File: src/rtl/cc_pkg.sv
// -----------------------------------------------------------------------------
// cc_pkg
// Shared definitions for the cache-controller miss path: AXI burst constants
// for a 64-byte line fetched as 8 x 8-byte beats, the address field positions
// of the line, and the miss-request scheduler state encoding.
// -----------------------------------------------------------------------------
package cc_pkg;

    // AXI AR constants for one line refill
    localparam logic [3:0] CC_AXI_LEN_LINE   = 4'd7;   // 8 beats
    localparam logic [2:0] CC_AXI_SIZE_8B    = 3'd3;   // 8 bytes per beat
    localparam logic [1:0] CC_AXI_BURST_WRAP = 2'b10;  // critical word first

    // Address field positions
    localparam int CC_OFFSET_MSB = 5;
    localparam int CC_OFFSET_LSB = 3;
    localparam int CC_INDEX_MSB  = 14;
    localparam int CC_INDEX_LSB  = 6;
    localparam int CC_TAG_MSB    = 31;
    localparam int CC_TAG_LSB    = 15;

    typedef enum logic {
        IDLE  = 1'b0,
        ISSUE = 1'b1
    } cc_mreq_state_e;

    // Beat-aligned start address of a wrap burst: the word holding the
    // missing byte is fetched first.
    function automatic logic [31:0] cc_beat_addr(input logic [31:0] addr);
        return {addr[31:CC_OFFSET_LSB], 3'b000};
    endfunction

endpackage

File: src/rtl/cc_outstanding_ctr.sv
// -----------------------------------------------------------------------------
// cc_outstanding_ctr
// Saturating up/down counter of AXI read bursts in flight.
// Ports:
//   clk, rst_n     clock, asynchronous active-low reset
//   inc            one burst issued (AR handshake)
//   dec            one burst completed (rlast beat)
//   count          current number of outstanding bursts
//   at_max         count has reached MAX_OUTSTANDING
// -----------------------------------------------------------------------------
module cc_outstanding_ctr
    import cc_pkg::*;
#(
    parameter int MAX_OUTSTANDING = 2,
    parameter int CNT_W           = 3
) (
    input  logic             clk,
    input  logic             rst_n,
    input  logic             inc,
    input  logic             dec,
    output logic [CNT_W-1:0] count,
    output logic             at_max
);

    localparam logic [CNT_W-1:0] MAX_C = CNT_W'(MAX_OUTSTANDING);

    logic [CNT_W-1:0] count_q;
    logic [CNT_W-1:0] count_d;

    // Simultaneous inc and dec cancel; both directions saturate.
    always_comb begin
        count_d = count_q;
        if (inc && !dec && (count_q != MAX_C)) begin
            count_d = count_q + CNT_W'(1);
        end else if (dec && !inc && (count_q != '0)) begin
            count_d = count_q - CNT_W'(1);
        end
    end

    always_ff @(posedge clk or negedge rst_n) begin
        if (!rst_n) begin
            count_q <= '0;
        end else begin
            // rready is held low at zero, so a completion here is a protocol bug
            assert (!(dec && (count_q == '0)));
            count_q <= count_d;
        end
    end

    assign count  = count_q;
    assign at_max = (count_q >= MAX_C);

endmodule

File: src/rtl/cc_miss_req_scheduler.sv
// -----------------------------------------------------------------------------
// cc_miss_req_scheduler
// Turns each accepted line miss into one 8-beat critical-word-first WRAP burst
// on the AXI AR channel and pushes the full miss address into the miss-address
// FIFO at the AR handshake, so FIFO order matches R-data order. Tracks bursts
// in flight, drives R readiness and throttles misses at the outstanding limit
// or when the FIFO is full.
//
// Optional build macro CC_MISS_MERGE_EN: a miss to the line of the most
// recently issued, still outstanding burst is acknowledged without a new
// burst (no AR, no FIFO push, no count change).
//
// Ports:
//   clk, rst_n                 clock, asynchronous active-low reset
//   miss_valid_i/addr_i/ready_o miss request handshake from tag compare
//   mem_ar*                    AXI read-address channel (ARID fixed at 0)
//   mem_rvalid_i/rlast_i/rready_o  AXI read-data handshake and burst end
//   miss_addr_fifo_*           miss-address FIFO full flag and push port
//   busy_o                     bursts outstanding or AR pending
// -----------------------------------------------------------------------------
module cc_miss_req_scheduler
    import cc_pkg::*;
#(
    parameter int MAX_OUTSTANDING = 2,
    parameter int CNT_W           = 3
) (
    input  logic        clk,
    input  logic        rst_n,
    input  logic        miss_valid_i,
    input  logic [31:0] miss_addr_i,
    output logic        miss_ready_o,
    output logic        mem_arvalid_o,
    input  logic        mem_arready_i,
    output logic [31:0] mem_araddr_o,
    output logic [3:0]  mem_arlen_o,
    output logic [2:0]  mem_arsize_o,
    output logic [1:0]  mem_arburst_o,
    input  logic        mem_rvalid_i,
    input  logic        mem_rlast_i,
    output logic        mem_rready_o,
    input  logic        miss_addr_fifo_full_i,
    output logic        miss_addr_fifo_wren_o,
    output logic [31:0] miss_addr_fifo_wdata_o,
    output logic        busy_o
);

    cc_mreq_state_e   state_q, state_d;
    logic [31:0]      addr_q, addr_d;
    logic [CNT_W-1:0] out_cnt;
    logic             at_max;
    logic             ar_hs;
    logic             burst_done;
    logic             issue_ready;
    logic             merge_hit;
    logic             issue_accept;

    cc_outstanding_ctr #(
        .MAX_OUTSTANDING (MAX_OUTSTANDING),
        .CNT_W           (CNT_W)
    ) u_ctr (
        .clk    (clk),
        .rst_n  (rst_n),
        .inc    (ar_hs),
        .dec    (burst_done),
        .count  (out_cnt),
        .at_max (at_max)
    );

    assign ar_hs        = mem_arvalid_o & mem_arready_i;
    assign mem_rready_o = (out_cnt != '0);
    assign burst_done   = mem_rvalid_i & mem_rready_o & mem_rlast_i;

`ifdef CC_MISS_MERGE_EN
    logic [31:CC_INDEX_LSB] last_line_q, last_line_d;
    logic                   last_line_vld_q, last_line_vld_d;

    assign merge_hit = (state_q == IDLE) && (out_cnt != '0) && last_line_vld_q &&
                       (miss_addr_i[31:CC_INDEX_LSB] == last_line_q);

    // Remember the line of the newest burst; forget it once nothing is in
    // flight, since no pending fill can then satisfy a merged miss.
    always_comb begin
        last_line_d     = last_line_q;
        last_line_vld_d = last_line_vld_q;
        if (ar_hs) begin
            last_line_d     = addr_q[31:CC_INDEX_LSB];
            last_line_vld_d = 1'b1;
        end else if (out_cnt == '0) begin
            last_line_vld_d = 1'b0;
        end
    end

    always_ff @(posedge clk or negedge rst_n) begin
        if (!rst_n) begin
            last_line_q     <= '0;
            last_line_vld_q <= 1'b0;
        end else begin
            last_line_q     <= last_line_d;
            last_line_vld_q <= last_line_vld_d;
        end
    end
`else
    assign merge_hit = 1'b0;
`endif

    // Gated with rst_n so no miss is ever acknowledged while in reset.
    assign issue_ready  = rst_n && (state_q == IDLE) && !at_max && !miss_addr_fifo_full_i;
    assign miss_ready_o = issue_ready | (rst_n & merge_hit);
    assign issue_accept = miss_valid_i & issue_ready & !merge_hit;

    always_comb begin
        state_d                = state_q;
        addr_d                 = addr_q;
        mem_arvalid_o          = 1'b0;
        miss_addr_fifo_wren_o  = 1'b0;
        unique case (state_q)
            IDLE: begin
                if (issue_accept) begin
                    addr_d  = miss_addr_i;
                    state_d = ISSUE;
                end
            end
            ISSUE: begin
                mem_arvalid_o = 1'b1;
                if (mem_arready_i) begin
                    miss_addr_fifo_wren_o = 1'b1;
                    state_d               = IDLE;
                end
            end
            default: state_d = IDLE;
        endcase
    end

    always_ff @(posedge clk or negedge rst_n) begin
        if (!rst_n) begin
            state_q <= IDLE;
            addr_q  <= '0;
        end else begin
            state_q <= state_d;
            addr_q  <= addr_d;
        end
    end

    assign mem_araddr_o           = cc_beat_addr(addr_q);
    assign mem_arlen_o            = CC_AXI_LEN_LINE;
    assign mem_arsize_o           = CC_AXI_SIZE_8B;
    assign mem_arburst_o          = CC_AXI_BURST_WRAP;
    assign miss_addr_fifo_wdata_o = addr_q;
    assign busy_o                 = (out_cnt != '0) || (state_q == ISSUE);

endmodule

File: config.mk
export PLATFORM = sky130hd
export DESIGN_NAME = cc_miss_req_scheduler
export DESIGN_NICKNAME = d
export VERILOG_FILES = /design/src/rtl/cc_pkg.sv /design/src/rtl/cc_outstanding_ctr.sv /design/src/rtl/cc_miss_req_scheduler.sv
export SDC_FILE = /design/constraint.sdc
export NUM_CORES = 1
export LEC_CHECK = 0
export ABC_AREA = 0
export ABC_CLOCK_PERIOD_IN_PS = 2900
export CORE_UTILIZATION = 37
export DETAILED_ROUTE_END_ITERATION = 8
export GPL_TIMING_DRIVEN = 0
export PLACE_DENSITY_LB_ADDON = 0.3
export SYNTH_ARGS = -nofsm -noshare
export SYNTH_HDL_FRONTEND = slang
export SYNTH_SLANG_ARGS = --single-unit
File: constraint.sdc
create_clock -name clk -period 2.9 [get_ports clk]
set_clock_uncertainty 0.1 [all_clocks]
set_input_delay 0.87 -clock clk [delete_from_list [all_inputs] [get_ports clk]]
set_output_delay 0.87 -clock clk [all_outputs]
set_load 0.01 [all_outputs]
# Word-level counts from Yosys, hierarchy flattened
# Index checks and enable logic that the tools add are counted.
[classes] n_addsub=2 order_cmp=1 eq_ne=1 mux=8 bitwise_logic=5 n_reduce_logical=15
[op_table] operator="$logic_and A1 B1 Y1" count=7
[op_table] operator="$mux W3" count=2
[op_table] operator="$mux W1" count=5
[op_table] operator="$and A1 B1 Y1" count=4
[op_table] operator="$logic_not A1 Y1" count=4
[op_table] operator="$add A3 B1 Y3 const B" count=1
[op_table] operator="$ge A3 B2 Y1 const B" count=1
[op_table] operator="$ne A3 B2 Y1 const B" count=1
[op_table] operator="$reduce_bool A3 Y1" count=1
[op_table] operator="$sub A3 B1 Y3 const B" count=1
[op_table] operator="$pmux W1 S2" count=1
[op_table] operator="$reduce_and A2 Y1" count=1
[op_table] operator="$reduce_bool A2 Y1" count=1
[op_table] operator="$logic_or A1 B1 Y1" count=1
[op_table] operator="$not A1 Y1" count=1
[word_totals] reg_bits=36 out_inout_bits=78 wordCells=35

# Logic depth before layout (Yosys ltp)
[logic_depth] ltp_word=7 ltp_mapped=8 depth_no_buf=7

# By module
# Synthesis repeated with hierarchy kept, for this count alone.
[unflattened] hier_cells=144 hier_area_um2=1933.1
[modules_own_cells] module="cc_miss_req_scheduler" n_inst=1 cells_per_inst=119 area_per_inst_um2=1707.9 seq_area_each_um2=825.8
[modules_own_cells] module="cc_outstanding_ctr" n_inst=1 cells_per_inst=25 area_per_inst_um2=225.2 seq_area_each_um2=75.1

# Least setup slack after synthesis
# Ideal clock, no wire load.
[synth_timing] path_kind="in2reg" from="in mem_arready_i" to="reg u_ctr.count_q[2], in the netlist u_ctr.count[2]" setup_ps=132 arrival_ps=2386 t_required_ps=2668 path_slack_ps=282 cell_stages=8 n_path_buf=1 path_cell_list="and2_1 > clkbuf_1 > and2_1 > o21ai_0 > fa_1 > nor3_1 > nand3b_1 > o21ai_0"
[synth_between] elab_chain_len=5 word_cells_on_any_way=8 classes_between="mux (1); bitwise (1); reduce/logical (6)"
[synth_rtl] item="from (decl)" line="cc_miss_req_scheduler.sv:33" rtl="input logic mem_arready_i,"
[synth_rtl] item="$and A1 B1 Y1 (*)" line="cc_miss_req_scheduler.sv:69" rtl="assign ar_hs = mem_arvalid_o & mem_arready_i;"
[synth_rtl] item="$logic_not A1 Y1" line="cc_outstanding_ctr.sv:35" rtl="end else if (dec && !inc && (count_q != '0)) begin"
[synth_rtl] item="$logic_and A1 B1 Y1 (2 in series)" line="cc_outstanding_ctr.sv:35"
[synth_rtl] item="$reduce_bool A2 Y1 (no source line)"
[synth_rtl] item="to (signal assigned)" line="cc_outstanding_ctr.sv:46" rtl="count_q <= count_d;"
[synth_rtl] item="to (decl)" line="cc_outstanding_ctr.sv:27" rtl="logic [CNT_W-1:0] count_q;"
# Every way passes the cells marked *; elsewhere a longest branch is shown, timed or not.
# A chain may end at the register's enable or synchronous reset.

# Final worst setup path
[layout_timing] from="reg u_ctr.count_q[1], in the netlist u_ctr.count[1]" to="out busy_o"
[layout_between] elab_chain_len=2
[layout_rtl] item="$reduce_bool A3 Y1" line="cc_miss_req_scheduler.sv:149" rtl="assign busy_o = (out_cnt != '0) || (state_q == ISSUE);"
[layout_rtl] item="$logic_or A1 B1 Y1" line="cc_miss_req_scheduler.sv:149"
[layout_rtl] item="to (decl)" line="cc_miss_req_scheduler.sv:44" rtl="output logic busy_o"
# No other way between the ends.

==> results.md <==
* Count of final hold-check violations at 0
* Routed via count at 1407
* CTS Buf Count at 5
* Comb power frac at roughly three fifths
* Area grow syn2layout at 65.2%
* Final Slew Violations at 0
* Clk buf depth at 2
* Routed len/inst at between 10 and 15 um
* Seq pwr share at around 30%
* RSZ-0062 raised after global routing: no
* Critical path class: reg -> out
* Critical Path RT at between 1.5 and 2 ns
* Worst min path class: in -> async
* WL final at roughly 4200 um
* Initial antenna violation count at 0
* Boundary pin count at between 100 and 150
* Max Cap Violations at 0
* Register area share after synthesis at 46.7%
* Synth Area in Adders at between 1 and 1.5%
* Post-synthesis async set-or-reset flop share at 100%
* Htree depth at 2
* # rows at 25
* Layout cell share with drive strength beyond 1 at between 30% and 40%
* Most Used Layer, Global Route: met2
* Area leader, netlist: dfrtp_1
* Die X at between 70 and 80 um
* IO buf count at 104
* Drt drc at 0
* Met1 usage in global routing at between 20% and 30%
* Critical Path Source Type: flip-flop
* Sw Ratio at roughly 30%
* Synthesized flop and latch total at 36
* Maximum vdd ir drop at approximately 0.45 mV
* Fin Setup TNS at 0 ns
* Die ar. at around 0.0055 mm^2
* Global-route wire length before repair at ~6300 um
* Worst-Skew Late Latency at between 0.2 and 0.3 ns
* CP Capture Type: output port
* Gpl congestion at a little under 0.7
* Final period utilization at 96.7%
* Synth Area per Inst at 13.6 um^2
* Area share of the largest cell type after synthesis at 46.7%
* DR vias/cell at roughly 4.3
* # hold bufs at CTS at 0
* Global route overflow at 0
* Clock Sinks at 36
* Mapped Area at roughly 0.0019 mm^2
* Compound-Gate Fraction of Synth Area at roughly 3.4%
* All-Layer GR Usage at 15.3%
* Setup Viol. Count Final at 0
* Int Pwr at roughly 2.3 mW
* Net switching power figure at ~1 mW
* Initial drt markers at 79
* # diodes at 0
* Crit path DAT at approximately 1.8 ns
* Largest family of logic cells by synthesized area: multiplexers
* Crit path time final at roughly 2.8 ns
* Post-DP HPWL at 3230 um
* Post-layout nets at 302
* GR Layer Usage met3 at ~4.3%
* Top FF cell, synth: dfrtp_1
* Clock share of power at between 10% and 20%
* Clock transition at path regs at 0.07 ns
* Starting Density at about two fifths
* Pwr Density at about 1000 mW/mm^2
* Grt met2 use at 22.6%
* Core area at approximately 0.0049 mm^2
* CTS tree: done
* Mux cell area share after synthesis at roughly a quarter
* Post-DRT Antenna Nets at 0
* Root Buffer: clkbuf_8
* Largest net degree at the start of global routing at 38
* Vias in the first global route at ~1200
* Die Ht at 74.2 um
* Design Power at approximately 3.3 mW
* Post-synth EDFFs at 0
* Worst Path Max Fanout at 8
* Synthesis Warnings at 0
* Gate Count Post-Synth at 142
* Pre-Repair DR Iteration Count at 4
* Xor and xnor area share after synthesis at 0%
* Cell variety after synth at 25
* Synth Area in Simple Gates at approximately 5.0%
* Synth area leaders: dfrtp_1, mux2_4, buf_4
* Pleak at roughly 1.5 nW
* Status: complete, no violations
* Achievable frequency at 0.356 GHz
## power by group through the flow
stage / Sequential [mW] / Combinational, mW / Clock, mW
detailed placement: 0.993 / 1.97 / 0
CTS: 0.989 / 1.97 / 0.391
global placement: 0.979 / 1.93 / 0
floorplan: 1.06 / 0.868 / 0
global route: 1.02 / 2.09 / 0.414
finish: 0.984 / 1.95 / 0.380
## worst paths after layout
path                                           start                          to  slack (ns)  depth (start not counted)
max                                   u_ctr.count[1]                      busy_o        0.09                          3
min                                            rst_n   miss_addr_fifo_wdata_o[4]        0.37                          1
max reg2reg                           u_ctr.count[1]              u_ctr.count[2]        0.34                          7
min reg2reg                miss_addr_fifo_wdata_o[1]   miss_addr_fifo_wdata_o[1]        0.41                          1
max in group asynchronous                      rst_n  miss_addr_fifo_wdata_o[12]        2.07                          1
min in group clk           miss_addr_fifo_wdata_o[1]   miss_addr_fifo_wdata_o[1]        0.41                          1
## placed cells by master, fill, tap and decap left out
cell	instances
clkdlybuf4s50_1	101
buf_4	41
dfrtp_1	36
mux2_4	29
conb_1	12
clkbuf_8	7
nand2b_1	4
o21ai_0	4
buf_6	4
mux2_2	3
mux2i_1	2
nor2_1	2
or3_1	1
and2_4	1
o311ai_2	1
and2_1	1
nor4_4	1
inv_1	1
nand2_2	1
nor3_2	1
a31oi_1	1
nand3_1	1
nand3b_1	1
a22oi_1	1
a211oi_1	1
o21a_1	1
fa_1	1
dlygate4sd2_1	1
clkbuf_2	1
## per-layer routing
| layer | vias to the layer above | part of all wire (%) |
|---|---|---|
| li1 | 665 | - |
| met1 | 649 | 45 |
| met2 | 86 | 45 |
| met3 | 7 | 9.9 |
| met4 | 0 | 0.96 |
| met5 | - | 0 |
## worst max-delay path: stages, from the launching register on
cell	delay [ns]
dfrtp_1	0.50
or3_1	0.43
nand2b_1	0.15
clkdlybuf4s50_1	0.47
## state kept, by name, indices dropped and copies added, names as in the netlist
signal,flops
miss_addr_fifo_wdata_o,32
state_q,1
u_ctr.count,3
## what timing repair did
action / in CTS / in global routing
pin swaps: 0 / 0
gates resized for setup: 5 / 4
gates cloned: 0 / 0
buffers inserted: 0 / 0
setup endpoints to repair: 3 / 2
## cell usage after synthesis (all sizes together) (2+ instances only)
cell / instances
mux2: 32
mux2i: 2
conb: 2
nor2: 2
buf: 44
nand2b: 4
and2: 2
dfrtp: 36
o21ai: 4
## final cells by class
| type | instances | area (um^2) |
|---|---|---|
| tap | 67 | 83.8 |
| clock buffer | 7 | 96.3 |
| multi-input combinational | 70 | 723 |
| sequential | 36 | 901 |
| timing repair buffer | 104 | 1040 |
| fill | 415 | 1690 |
| buffer | 44 | 342 |
| inverter | 1 | 3.75 |
## logic make-up (layout without fill, tap and decap cells)
kind of cell,after synthesis,after routing
other,2,12
DFF,36,36
muxes,34,34
and+or+nand+nor,14,14
buffers and inverters,46,156
AOI/OAI and AO/OA,9,9
adders and majority gates,1,1
## stage by stage
stage / instance area (um^2) / util (%) / hold WS [ns] / cells / setup slack (ns)
2_1_floorplan: 1970 / - / 0.451 / 152 / 0.282
6_report: 3190 / 65.3 / 0.373 / 329 / 0.0944
5_1_grt: 3190 / 65.3 / 0.394 / 329 / 0.0289
3_5_place_dp: 3090 / 63.2 / 0.395 / 323 / -0.669
3_3_place_gp: 3090 / 63.3 / 0.390 / 323 / -1.73
4_1_cts: 3180 / 65.2 / 0.386 / 329 / 0.0280
Note: power is estimated with default switching activity, not from simulation.
